[src/rtl/mult_sequencer.sv]
// Keypad-driven control FSM for the signed multiplier: builds two signed decimal
// operands, launches the multiply, waits with a timeout and holds the product.
module mult_sequencer #(
    parameter int unsigned OP_W           = 8,
    parameter int unsigned MAX_DIGITS     = 2,
    parameter int unsigned TIMEOUT_CYCLES = 1024
) (
    input  logic                clk,
    input  logic                reset,
    input  logic                key_valid,
    input  logic [3:0]          key_code,
    input  logic                dat_ready,
    input  logic                signo,
    output logic                mult_start,
    output logic [OP_W-1:0]     mult_a,
    output logic [OP_W-1:0]     mult_b,
    input  logic                mult_ready,
    input  logic [2*OP_W-1:0]   mult_product,
    output logic [OP_W-1:0]     numero1_o,
    output logic [OP_W-1:0]     numero2_o,
    output logic [2*OP_W-1:0]   result,
    output logic                result_valid,
    output logic                busy,
    output logic                error,
    output logic [2:0]          state_o
);

    localparam int unsigned CNT_W = $clog2(MAX_DIGITS + 1);
    localparam int unsigned TMO_W = (TIMEOUT_CYCLES > 1) ? $clog2(TIMEOUT_CYCLES) : 1;
    localparam logic [3:0]  KEY_CLEAR = 4'hC;

    typedef enum logic [2:0] {
        S_ENTER_A = 3'd0,
        S_ENTER_B = 3'd1,
        S_START   = 3'd2,
        S_WAIT    = 3'd3,
        S_DONE    = 3'd4,
        S_ERR     = 3'd5
    } state_t;

    state_t              state_q, state_d;
    logic [OP_W-1:0]     acc_q, acc_d;
    logic [CNT_W-1:0]    digits_q, digits_d;
    logic [TMO_W-1:0]    tmo_q, tmo_d;
    logic [OP_W-1:0]     op_a_q, op_a_d;
    logic [OP_W-1:0]     op_b_q, op_b_d;
    logic [2*OP_W-1:0]   result_d;
    logic                result_valid_d;
    logic                error_d;
    logic                dat_prev_q;

    logic                commit_c;
    logic                key_clear_c;
    logic                key_digit_c;
    logic [OP_W-1:0]     operand_c;
    logic [OP_W-1:0]     acc_x10_c;

    // Rising edge of the already-synchronized dat_ready level
    assign commit_c    = dat_ready & ~dat_prev_q;
    assign key_clear_c = key_valid && (key_code == KEY_CLEAR);
    assign key_digit_c = key_valid && (key_code <= 4'd9);
    assign acc_x10_c   = (acc_q << 3) + (acc_q << 1);
    assign operand_c   = signo ? (~acc_q + OP_W'(1)) : acc_q;

    always_ff @(posedge clk or posedge reset) begin
        if (reset) begin
            state_q <= S_ENTER_A;
        end else begin
            state_q <= state_d;
        end
    end

    always_comb begin
        state_d        = state_q;
        acc_d          = acc_q;
        digits_d       = digits_q;
        tmo_d          = tmo_q;
        op_a_d         = op_a_q;
        op_b_d         = op_b_q;
        result_d       = result;
        result_valid_d = result_valid;
        error_d        = error;

        unique case (state_q)
            S_ENTER_A, S_ENTER_B: begin
                // A commit edge takes precedence; a coincident key is dropped
                if (commit_c) begin
                    acc_d    = '0;
                    digits_d = '0;
                    if (state_q == S_ENTER_A) begin
                        op_a_d  = operand_c;
                        state_d = S_ENTER_B;
                    end else begin
                        op_b_d  = operand_c;
                        state_d = S_START;
                    end
                end else if (key_clear_c) begin
                    acc_d    = '0;
                    digits_d = '0;
                end else if (key_digit_c && (digits_q < CNT_W'(MAX_DIGITS))) begin
                    acc_d    = acc_x10_c + OP_W'(key_code);
                    digits_d = digits_q + CNT_W'(1);
                end
            end
            S_START: begin
                tmo_d   = '0;
                state_d = S_WAIT;
            end
            S_WAIT: begin
                if (mult_ready) begin
                    result_d       = mult_product;
                    result_valid_d = 1'b1;
                    state_d        = S_DONE;
                end else if (tmo_q == TMO_W'(TIMEOUT_CYCLES - 1)) begin
                    error_d = 1'b1;
                    state_d = S_ERR;
                end else begin
                    tmo_d = tmo_q + TMO_W'(1);
                end
            end
            S_DONE, S_ERR: begin
                if (commit_c || key_clear_c) begin
                    result_valid_d = 1'b0;
                    error_d        = 1'b0;
                    state_d        = S_ENTER_A;
                end
            end
            default: state_d = S_ENTER_A;
        endcase
    end

    // Datapath and registered Moore outputs
    always_ff @(posedge clk or posedge reset) begin
        if (reset) begin
            acc_q        <= '0;
            digits_q     <= '0;
            tmo_q        <= '0;
            dat_prev_q   <= 1'b0;
            op_a_q       <= '0;
            op_b_q       <= '0;
            result       <= '0;
            result_valid <= 1'b0;
            error        <= 1'b0;
            mult_start   <= 1'b0;
            busy         <= 1'b0;
        end else begin
            acc_q        <= acc_d;
            digits_q     <= digits_d;
            tmo_q        <= tmo_d;
            dat_prev_q   <= dat_ready;
            op_a_q       <= op_a_d;
            op_b_q       <= op_b_d;
            result       <= result_d;
            result_valid <= result_valid_d;
            error        <= error_d;
            mult_start   <= (state_d == S_START);
            busy         <= (state_d == S_START) || (state_d == S_WAIT);
        end
    end

    assign mult_a    = op_a_q;
    assign numero1_o = op_a_q;
    assign mult_b    = op_b_q;
    assign numero2_o = op_b_q;
    assign state_o   = state_q;

endmodule

[config.mk]
export PLATFORM = sky130hd
export DESIGN_NAME = mult_sequencer
export DESIGN_NICKNAME = d
export VERILOG_FILES = /design/src/rtl/mult_sequencer.sv
export SDC_FILE = /design/constraint.sdc
export NUM_CORES = 1
export LEC_CHECK = 0
export BUFFER_PORTS_ARGS = -buffer_cell sky130_fd_sc_hd__buf_4
export CORE_ASPECT_RATIO = 1.75
export CORE_MARGIN = 1.5
export CORE_UTILIZATION = 30
export DETAILED_ROUTE_END_ITERATION = 16
export HOLD_SLACK_MARGIN = 0.08
export MAX_ROUTING_LAYER = met4
export RECOVER_POWER = 25
export SETUP_SLACK_MARGIN = 0.5
export SYNTH_ARGS = -nofsm -noshare
export SYNTH_HDL_FRONTEND = slang
export SYNTH_SLANG_ARGS = --single-unit
[constraint.sdc]
create_clock -name clk -period 2.3 [get_ports clk]
set_input_delay 0.115 -clock clk [delete_from_list [all_inputs] [get_ports clk]]
set_output_delay 0.115 -clock clk [all_outputs]
set_load 0.1 [all_outputs]
### After elaboration in Yosys (flattened, before gate mapping)

Cells that the tools add are included.

* flip-flop bits (word level): 60
* latch bits: 0
* bits in writable memories: 0
* memory bits (read-only): 0
* input bits: 26
* output and inout bits: 55
* logic and storage cells: 77
* memories kept: 0

* add/sub/neg operators: 5
* multiply operators: 0
* divide/modulo/power cells: 0
* order comparisons: 2
* equality and inequality tests: 14
* shift-type cells: 0
* muxes and demuxes: 22
* bitwise operators: 4
* reductions and logical operators: 18

Operators with widths (number)
* $mux 8: 4
* $mux 10: 2
* $pmux 10 s2: 1
* $eq 3x2->1 const B: 4
* $mux 3: 4
* $pmux 3 s4: 1
* $reduce_and 3->1: 4
* $add 10x1->10 const B: 1
* $eq 10x10->1 const B: 1
* $ne 2x2->1 const B: 5
* $add 8x1->8 const B: 1
* $add 8x4->8: 1
* $add 8x8->8: 1
* $mux 2: 4
* $not 8->8: 1
* $eq 3x3->1 const B: 2
* $eq 4x4->1 const B: 1
* $le 4x4->1 const B: 1
* $mux 1: 4
* $pmux 1 s2: 2
* $reduce_and 2->1: 2
* $reduce_and 4->1: 1
* $reduce_bool 2->1: 2
* $reduce_or 2->1: 2
* 9 further kinds: 13

### Longest topological paths before layout

Gate-level depths: netlist of run 1.

* word-level depth: 7
* gate-level depth with buffers: 8
* gate-level depth less buffers: 8

### Worst setup path after synthesis of run 1

Ideal clock, no wire load.

* kind: register -> register
* start: reg state_q[0] (netlist: state_o[0])
* end: reg tmo_q[5]
* setup time: 78 ps
* arrival: 2062 ps
* data required time: 2222 ps
* path slack: 161 ps
* cell stages (with the launch flop): 6
* buffers on the path: 1
* period minus slack after synthesis: 2139 ps
* cell sequence: dfrtp_1 -> buf_4 -> and4bb_4 -> o311ai_2 -> or3_1 -> a21oi_1

* word-level cells in the longest chain between the ends: 3
* elaborated cells between the ends (all ways): 7
* those cells by class: eq/ne: 4; mux: 1; reduce/logical: 2

Ends and longest elaborated chain
* start: declaration: RTL line 41 `state_t state_q, state_d;`
* start signal: assignment: RTL line 69 `state_q <= state_d;`
* $eq 3x2->1: RTL line 84 `unique case (state_q)`
* $ne 2x2->1 (no source line) / $reduce_bool 2->1 (equally long branches)
* $reduce_and 3->1 (no source line)
* end signal: assignment: RTL line 149 `tmo_q <= tmo_d;`
* end: declaration: RTL line 44 `logic [TMO_W-1:0] tmo_q, tmo_d;`

Several ways; a longest one is shown, not always the timed one.
A chain may end at the register's enable or synchronous reset.

### Final worst setup path of run 1

* start: reg acc_q[0]
* end: reg acc_q[7]

* word-level cells in the longest chain between the ends: 5

Ends and longest elaborated chain
* start: declaration: RTL line 42 `logic [OP_W-1:0] acc_q, acc_d;`
* start signal: assignment: RTL line 135 `acc_q <= '0;`
* start signal: assignment: RTL line 147 `acc_q <= acc_d;`
* $add 8x8->8: RTL line 62 `assign acc_x10_c = (acc_q << 3) + (acc_q << 1);`
* $add 8x4->8: RTL line 101 `acc_d = acc_x10_c + OP_W'(key_code);`
* $mux 8: RTL line 100 `end else if (key_digit_c && (digits_q < CNT_W'(MAX_DIGITS))) begin`
* $mux 8: RTL line 97 `end else if (key_clear_c) begin`
* $mux 8: RTL line 87 `if (commit_c) begin`

Every way passes these cells. The select of a mux whose other input is x is not followed.

==> summary.txt, run 1 <==
Outcome
  • Status: completed

Timing
  • Setup TNS Final: 0 ps
  • Slew Viols, Final: 0
  • Fin crit period: between 2000 and 2500 ps
  • Slew headroom: 0.216
  • Final period util: 0.884
  • Fmax: 492 MHz
  • Worst Clk Skew: 3.14 ps
  • RSZ-0062 raised after global routing: yes
  • Final setup violating endpoints: 0
  • Hold Vio Cnt, Final: 0
  • Worst-Margin Slew: ~1200 ps

Clock tree
  • CTS tree: built
  • H-tree depth: 3
  • CTS Buf Count: 9
  • Root buf cell: clkbuf_16
  • CTS clk-pin slew, worst paths: approximately 50 ps
  • CTS Sinks: 60
  • Skew-Pair Late Insertion Delay: ~330 ps
  • Clock Path Buffers: 2

Critical path
  • WS Path Type: flip-flop to flip-flop
  • Crit end category: flip-flop
  • Crit path required time: approximately 2500 ps
  • Crit-path max FO: 2
  • CP arrival: 2260 ps
  • Startpoint Class: flip-flop

Floorplan
  • # rows: 48
  • Die H: around 140 microns
  • Starting density of the core: 0.309
  • I/O Pins: 81
  • Die ar.: between 10000 and 15000 sq um
  • Chip width: ~79 microns
  • Area of the core: 9850 sq um

Run
  • Max-Cap Viols: 0

Yosys
  • Async set-or-reset flop fraction in the synthesized netlist: 1.00
  • Number of synthesized flops with an enable pin: 0
  • Dominant synthesized flop cell: dfrtp_1
  • Library cells used by synthesis: 42
  • Ys Warns: 0
  • Syn nets: between 300 and 400
  • Top cells by area, synth: dfrtp_1, mux2_2, ha_1, buf_4, o21ai_0
  • Seq/Total Area, Yosys: 0.493
  • Largest area contributor in the netlist: dfrtp_1
  • Yosys reg bits: 60
  • Mapped Area: around 3000 sq um
  • Post-synthesis area per instance: ~11 sq um
  • Synth top area share: 0.493
  • Post-Synthesis Cells: roughly 280

GRT
  • First-pass GRT wire length: 11900 microns
  • Total track usage: 0.149
  • Pin count of the biggest net entering global routing: 30
  • Initial antenna violation count: 0
  • Vias in the first global route: ~2500
  • Total gr overflow: 0

Min path
  • Type of the worst min-delay path: input port to flip-flop

Detailed routing
  • Drt initial violations: 85
  • Drt drc: 0
  • WL/cell: 14.4 microns
  • Via count: roughly 2500
  • Total wire length: roughly 7400 microns
  • DR pass1 iterations: 6
  • Vias/cell: slightly below 5
  • Remaining antenna violation count after routing: 0

Placed design
  • Number of port buffers: 80
  • Placed cell area: approximately 3700 sq um
  • Post-DP HPWL: 5580 microns
  • Routability congestion estimate: ~0.80

Layout
  • Diode count: 0
  • Nets: approximately 420
  • P&R area growth vs syn: 39.8%
  • Layout cells sized above 1: 0.339
  • Final instance area: approximately 4300 sq um
## kinds of logic after synthesis
kind of cell               count (synthesis)  synth area share
muxes                                     21            0.0760
xor gates and xnor gates                  11            0.0316
adders and majority gates                 14            0.0624
AOI/OAI and AO/OA                         65             0.143
and+or+nand+nor                           74             0.123
buffers and inverters                     39            0.0710
DFF                                       60             0.493
## final cells by class
type                       count  area (sq um)
inverter                      18          67.6
clock buffer                  11           243
multi-input combinational    185          1420
sequential                    60          1510
clock inverter                 5          75.1
timing repair buffer         107           792
fill                         959          5590
tap                          125           156
## flip-flops by register name (all words and copies together) (netlist names)
signal        flops
tmo_q            10
state_o           3
mult_a            8
mult_b            8
result           16
acc_q             8
digits_q          2
dat_prev_q        1
error             1
mult_start        1
result_valid      1
busy              1
## critical path, cell delays in order, from the launching register on
cell,delay [ps]
dfrtp_1,370
inv_2,50
fa_1,520
inv_1,80
ha_4,270
a211oi_2,50
o21a_1,190
o21a_1,200
o32ai_2,200
## synth_stat cells, types with 2 or more instances
master     count
a41oi_1        2
and3_1         3
a22o_1         4
xor2_1         5
inv_1         18
o32ai_1        2
a31oi_1        2
xnor2_1        6
a21oi_1       14
nor2b_1        3
o2bb2ai_1      2
nand4_1        3
buf_2          2
o31ai_1        4
mux2_2        17
dfrtp_1       60
or3_1          6
ha_1          12
mux2i_1        4
buf_4         18
and4_1         2
nor3_1         5
o21ai_0       16
o21a_1         5
nor2_1        19
nand2b_1       3
nand3_2        2
nand3_1        6
o21ai_1        2
nand2_1       20
fa_1           2
o211ai_1       5
## cell usage in the layout (no fill, tap or decap), types with 3 or more instances in the layout
master / instances
clkinv_2: 3
ha_4: 3
clkbuf_16: 9
o21a_1: 5
and3_1: 3
inv_2: 3
o21ai_0: 16
clkbuf_1: 16
nand2_1: 20
nor2_1: 19
inv_1: 15
dlygate4sd3_1: 18
nor3_1: 4
nand2b_1: 3
xnor2_1: 6
a22o_1: 4
mux2_2: 17
dfrtp_1: 56
mux2i_1: 4
xor2_1: 5
nand3_1: 6
buf_4: 72
dfrtp_2: 4
o31ai_1: 3
ha_1: 7
or3_1: 6
nand4_1: 3
o211ai_1: 5
a21oi_1: 13
## routing by layer
layer  GRT usage  share of wire
met1       0.151           0.38
met2       0.265           0.55
met3      0.0309          0.047
met4      0.0770          0.021
met5           -              0
## worst paths after layout
path	startpoint	to	slack (ps)	cells after the start
max in group asynchronous	reset	acc_q[1]	760	4
max reg2reg	acc_q[0]	acc_q[7]	270	8
max	acc_q[0]	acc_q[7]	270	8
min	key_code[0]	acc_q[0]	80	3
min in group asynchronous	reset	result[11]	630	3
min reg2reg	digits_q[0]	digits_q[0]	480	1
## metrics by stage
step	worst slack, ps	cells	utilization	hold WS, ps
final	266	511	0.433	80.6
after floorplan	271	284	-	146
after detailed placement	174	472	0.379	237
after global placement	248	472	0.379	226
after global routing	173	511	0.433	82.4
after CTS	261	510	0.434	80.9
## what timing repair did
| item | in CTS | in global routing |
|---|---|---|
| hold endpoints to repair | 44 | 0 |
| setup buffers | 4 | 1 |
| hold buffers | 18 | 0 |
| pin swaps | 4 | 3 |
| endpoints found under the setup margin | 4 | 18 |
| gates resized for setup | 4 | 6 |
Power of run 1 is not shown: default switching activity piles up to over one toggle a cycle in this logic, so the estimate is an artifact.
==> run 2, diff against run 1 <==
--- a/config.mk
+++ b/config.mk
@@ -13,7 +13,6 @@
 export HOLD_SLACK_MARGIN = 0.08
 export MAX_ROUTING_LAYER = met4
 export RECOVER_POWER = 25
-export SETUP_SLACK_MARGIN = 0.5
 export SYNTH_ARGS = -nofsm -noshare
 export SYNTH_HDL_FRONTEND = slang
 export SYNTH_SLANG_ARGS = --single-unit
==> run 2 against run 1 <==
Maximum frequency shrank 8.2%. Global-route usage is 0.66 points lower. Clock skew is 3.6 ps higher. Cell area down 3.7%. Sequential share of layout area grew 1.2 points. Worst setup slack worse by 180 ps. Routed wire length is 2.6% lower. Critical endpoint unchanged. Largest cell class unchanged. Clock-buffer cell count up 2. Utilization decreased by 1.6 points. Register-to-register slack worse by 180 ps.
==> summary.txt, run 2 (same netlist as run 1, synthesis figures left out) <==
Critical path
  • CP arrival: 2450 ps
  • Delay-heaviest family, CP: adder cells
  • Crit path required time: roughly 2500 ps
  • Buffers & Inverters on Critical Path: 2
  • CP cell instances: inv_1 > fa_1 > inv_1 > ha_1 > a211oi_2 > o21a_1 > o21a_1 > o32ai_2
  • Worst r2r src: acc_q[0]
  • Critical-path top delay cell: fa_1
  • Crit end category: flip-flop
  • WS Path Type: flip-flop to flip-flop
  • R2r setup slk: ~84 ps
  • Max incr delay on CP: about 560 ps
  • Startpoint Class: flip-flop
  • FF-to-FF path depth: 8
  • Crit-path max FO: 4
  • RR Endpoint: acc_q[7]

Layout
  • Fill count: about 960
  • Max reg flops: 16
  • Non-filler instance count after layout: 506
  • Layout cells sized above 1: 0.270
  • Most common cell after layout, fill and taps aside: buf_4
  • Largest Register: result
  • P&R area growth vs syn: 34.7%
  • Nets: ~420
  • Diode count: 0
  • Largest registers: result x16, tmo_q x10
  • Most frequent cells in the layout: buf_4, dfrtp_1, nand2_1, clkbuf_1

Min path
  • Worst hold path stage count: 3
  • Type of the worst min-delay path: input port to flip-flop
  • Hold Path Sink: state_o[0]
  • Hold Startpoint: mult_ready

Timing
  • Fmax: between 400 and 500 MHz
  • Final setup violating endpoints: 0
  • Hold Vio Cnt, Final: 0
  • Worst Clk Skew: around 6.7 ps
  • RSZ-0062 raised after global routing: no
  • Setup TNS Final: 0 ps
  • Fin crit period: about 2200 ps
  • Setup slack after layout: approximately 84 ps
  • Slew Viols, Final: 0
  • Worst-Margin Slew: 1200 ps
  • Final period util: 0.963
  • Slew headroom: 0.202

GRT
  • Vias in the first global route: 2326
  • Initial antenna violation count: 0
  • Total track usage: 0.142
  • Pin count of the biggest net entering global routing: 37
  • Total gr overflow: 0
  • First-pass GRT wire length: 11400 microns

Floorplan
  • Chip width: 79.2 microns
  • Area of the core: between 9000 and 10000 sq um
  • # rows: 48
  • Starting density of the core: 0.309
  • Die ar.: around 11000 sq um
  • I/O Pins: just over 80
  • Die H: 136 microns

Clock tree
  • Clock Path Buffers: 2
  • CTS Buf Count: 9
  • CTS clk-pin slew, worst paths: around 50 ps
  • H-tree depth: 3
  • Skew-Pair Late Insertion Delay: ~330 ps
  • CTS tree: built
  • Post-CTS Setup Repair Bufs: 0
  • CTS Sinks: 60
  • Root buf cell: clkbuf_16

Detailed routing
  • Total wire length: between 7000 and 8000 microns
  • Via count: 2412
  • DR pass1 iterations: 4
  • Drt initial violations: ~160
  • Drt drc: 0
  • Vias/cell: between 4 and 5
  • Remaining antenna violation count after routing: 0
  • WL/cell: between 10 and 15 microns

Placed design
  • Post-DP HPWL: between 5000 and 6000 microns
  • DP Worst Slack: approximately 1.9 ps
  • Number of port buffers: 80
  • Placed cells: roughly 470
  • Routability congestion estimate: between 0.7 and 0.8

Outcome
  • Status: completed

Run
  • Max-Cap Viols: 0
## run 2: cell types whose count changed in the layout (fill, tap and decap cells not counted), moves of 3 or more
cell,change
inv_2,-3
ha_1,+5
dfrtp_1,+4
inv_1,+3
ha_4,-3
dfrtp_2,-4
clkbuf_1,+4
buf_4,-9
## run 2: layer usage
metal,GRT usage,share of wire,vias to the layer above,wire length (microns)
met3,0.0295,0.047,11,334
li1,-,-,1174,-
met1,0.159,0.41,1156,2970
met2,0.238,0.52,71,3710
met5,-,0,-,0
met4,0.0702,0.022,0,155
## run 2: worst max-delay path by stage
stage               startpoint       end  slack (ps)  cells after the start
floorplan           state_o[0]  tmo_q[5]         160                      5
global placement      acc_q[0]  acc_q[7]         100                      8
detailed placement    acc_q[0]  acc_q[7]           2                      8
CTS                   acc_q[0]  acc_q[7]          40                      8
global route          acc_q[0]  acc_q[7]          20                      8
finish                acc_q[0]  acc_q[7]          80                      8
## run 2: repair_timing
action,4_1_cts,5_1_grt
hold endpoints to repair,42,0
pin swaps,0,2
hold buffers,19,0
resized for setup,1,1
setup endpoints to repair,1,1
## run 2: worst min-delay path, cell delays in order
cell       delay (ps)
buf_4             100
o22ai_1            70
o2bb2ai_1         120
## run 2: final cells by class
| cell class | count | area, sq um | area share |
|---|---|---|---|
| tap | 125 | 156 | 0.0381 |
| inverter | 18 | 67.6 | 0.0165 |
| multi-input combinational | 185 | 1340 | 0.327 |
| sequential | 60 | 1500 | 0.366 |
| timing repair buffer | 103 | 766 | 0.187 |
| clock inverter | 2 | 10.0 | 0.00244 |
| clock buffer | 13 | 260 | 0.0634 |
## run 2: stage by stage
step	area [sq um]	hold slack, ps	util
after floorplan	3050	146	-
after global placement	3700	221	0.375
after detailed placement	3700	226	0.375
after CTS	4160	115	0.423
after global routing	4100	142	0.417
final	4100	125	0.417
Power of run 2 is left out for the same reason.
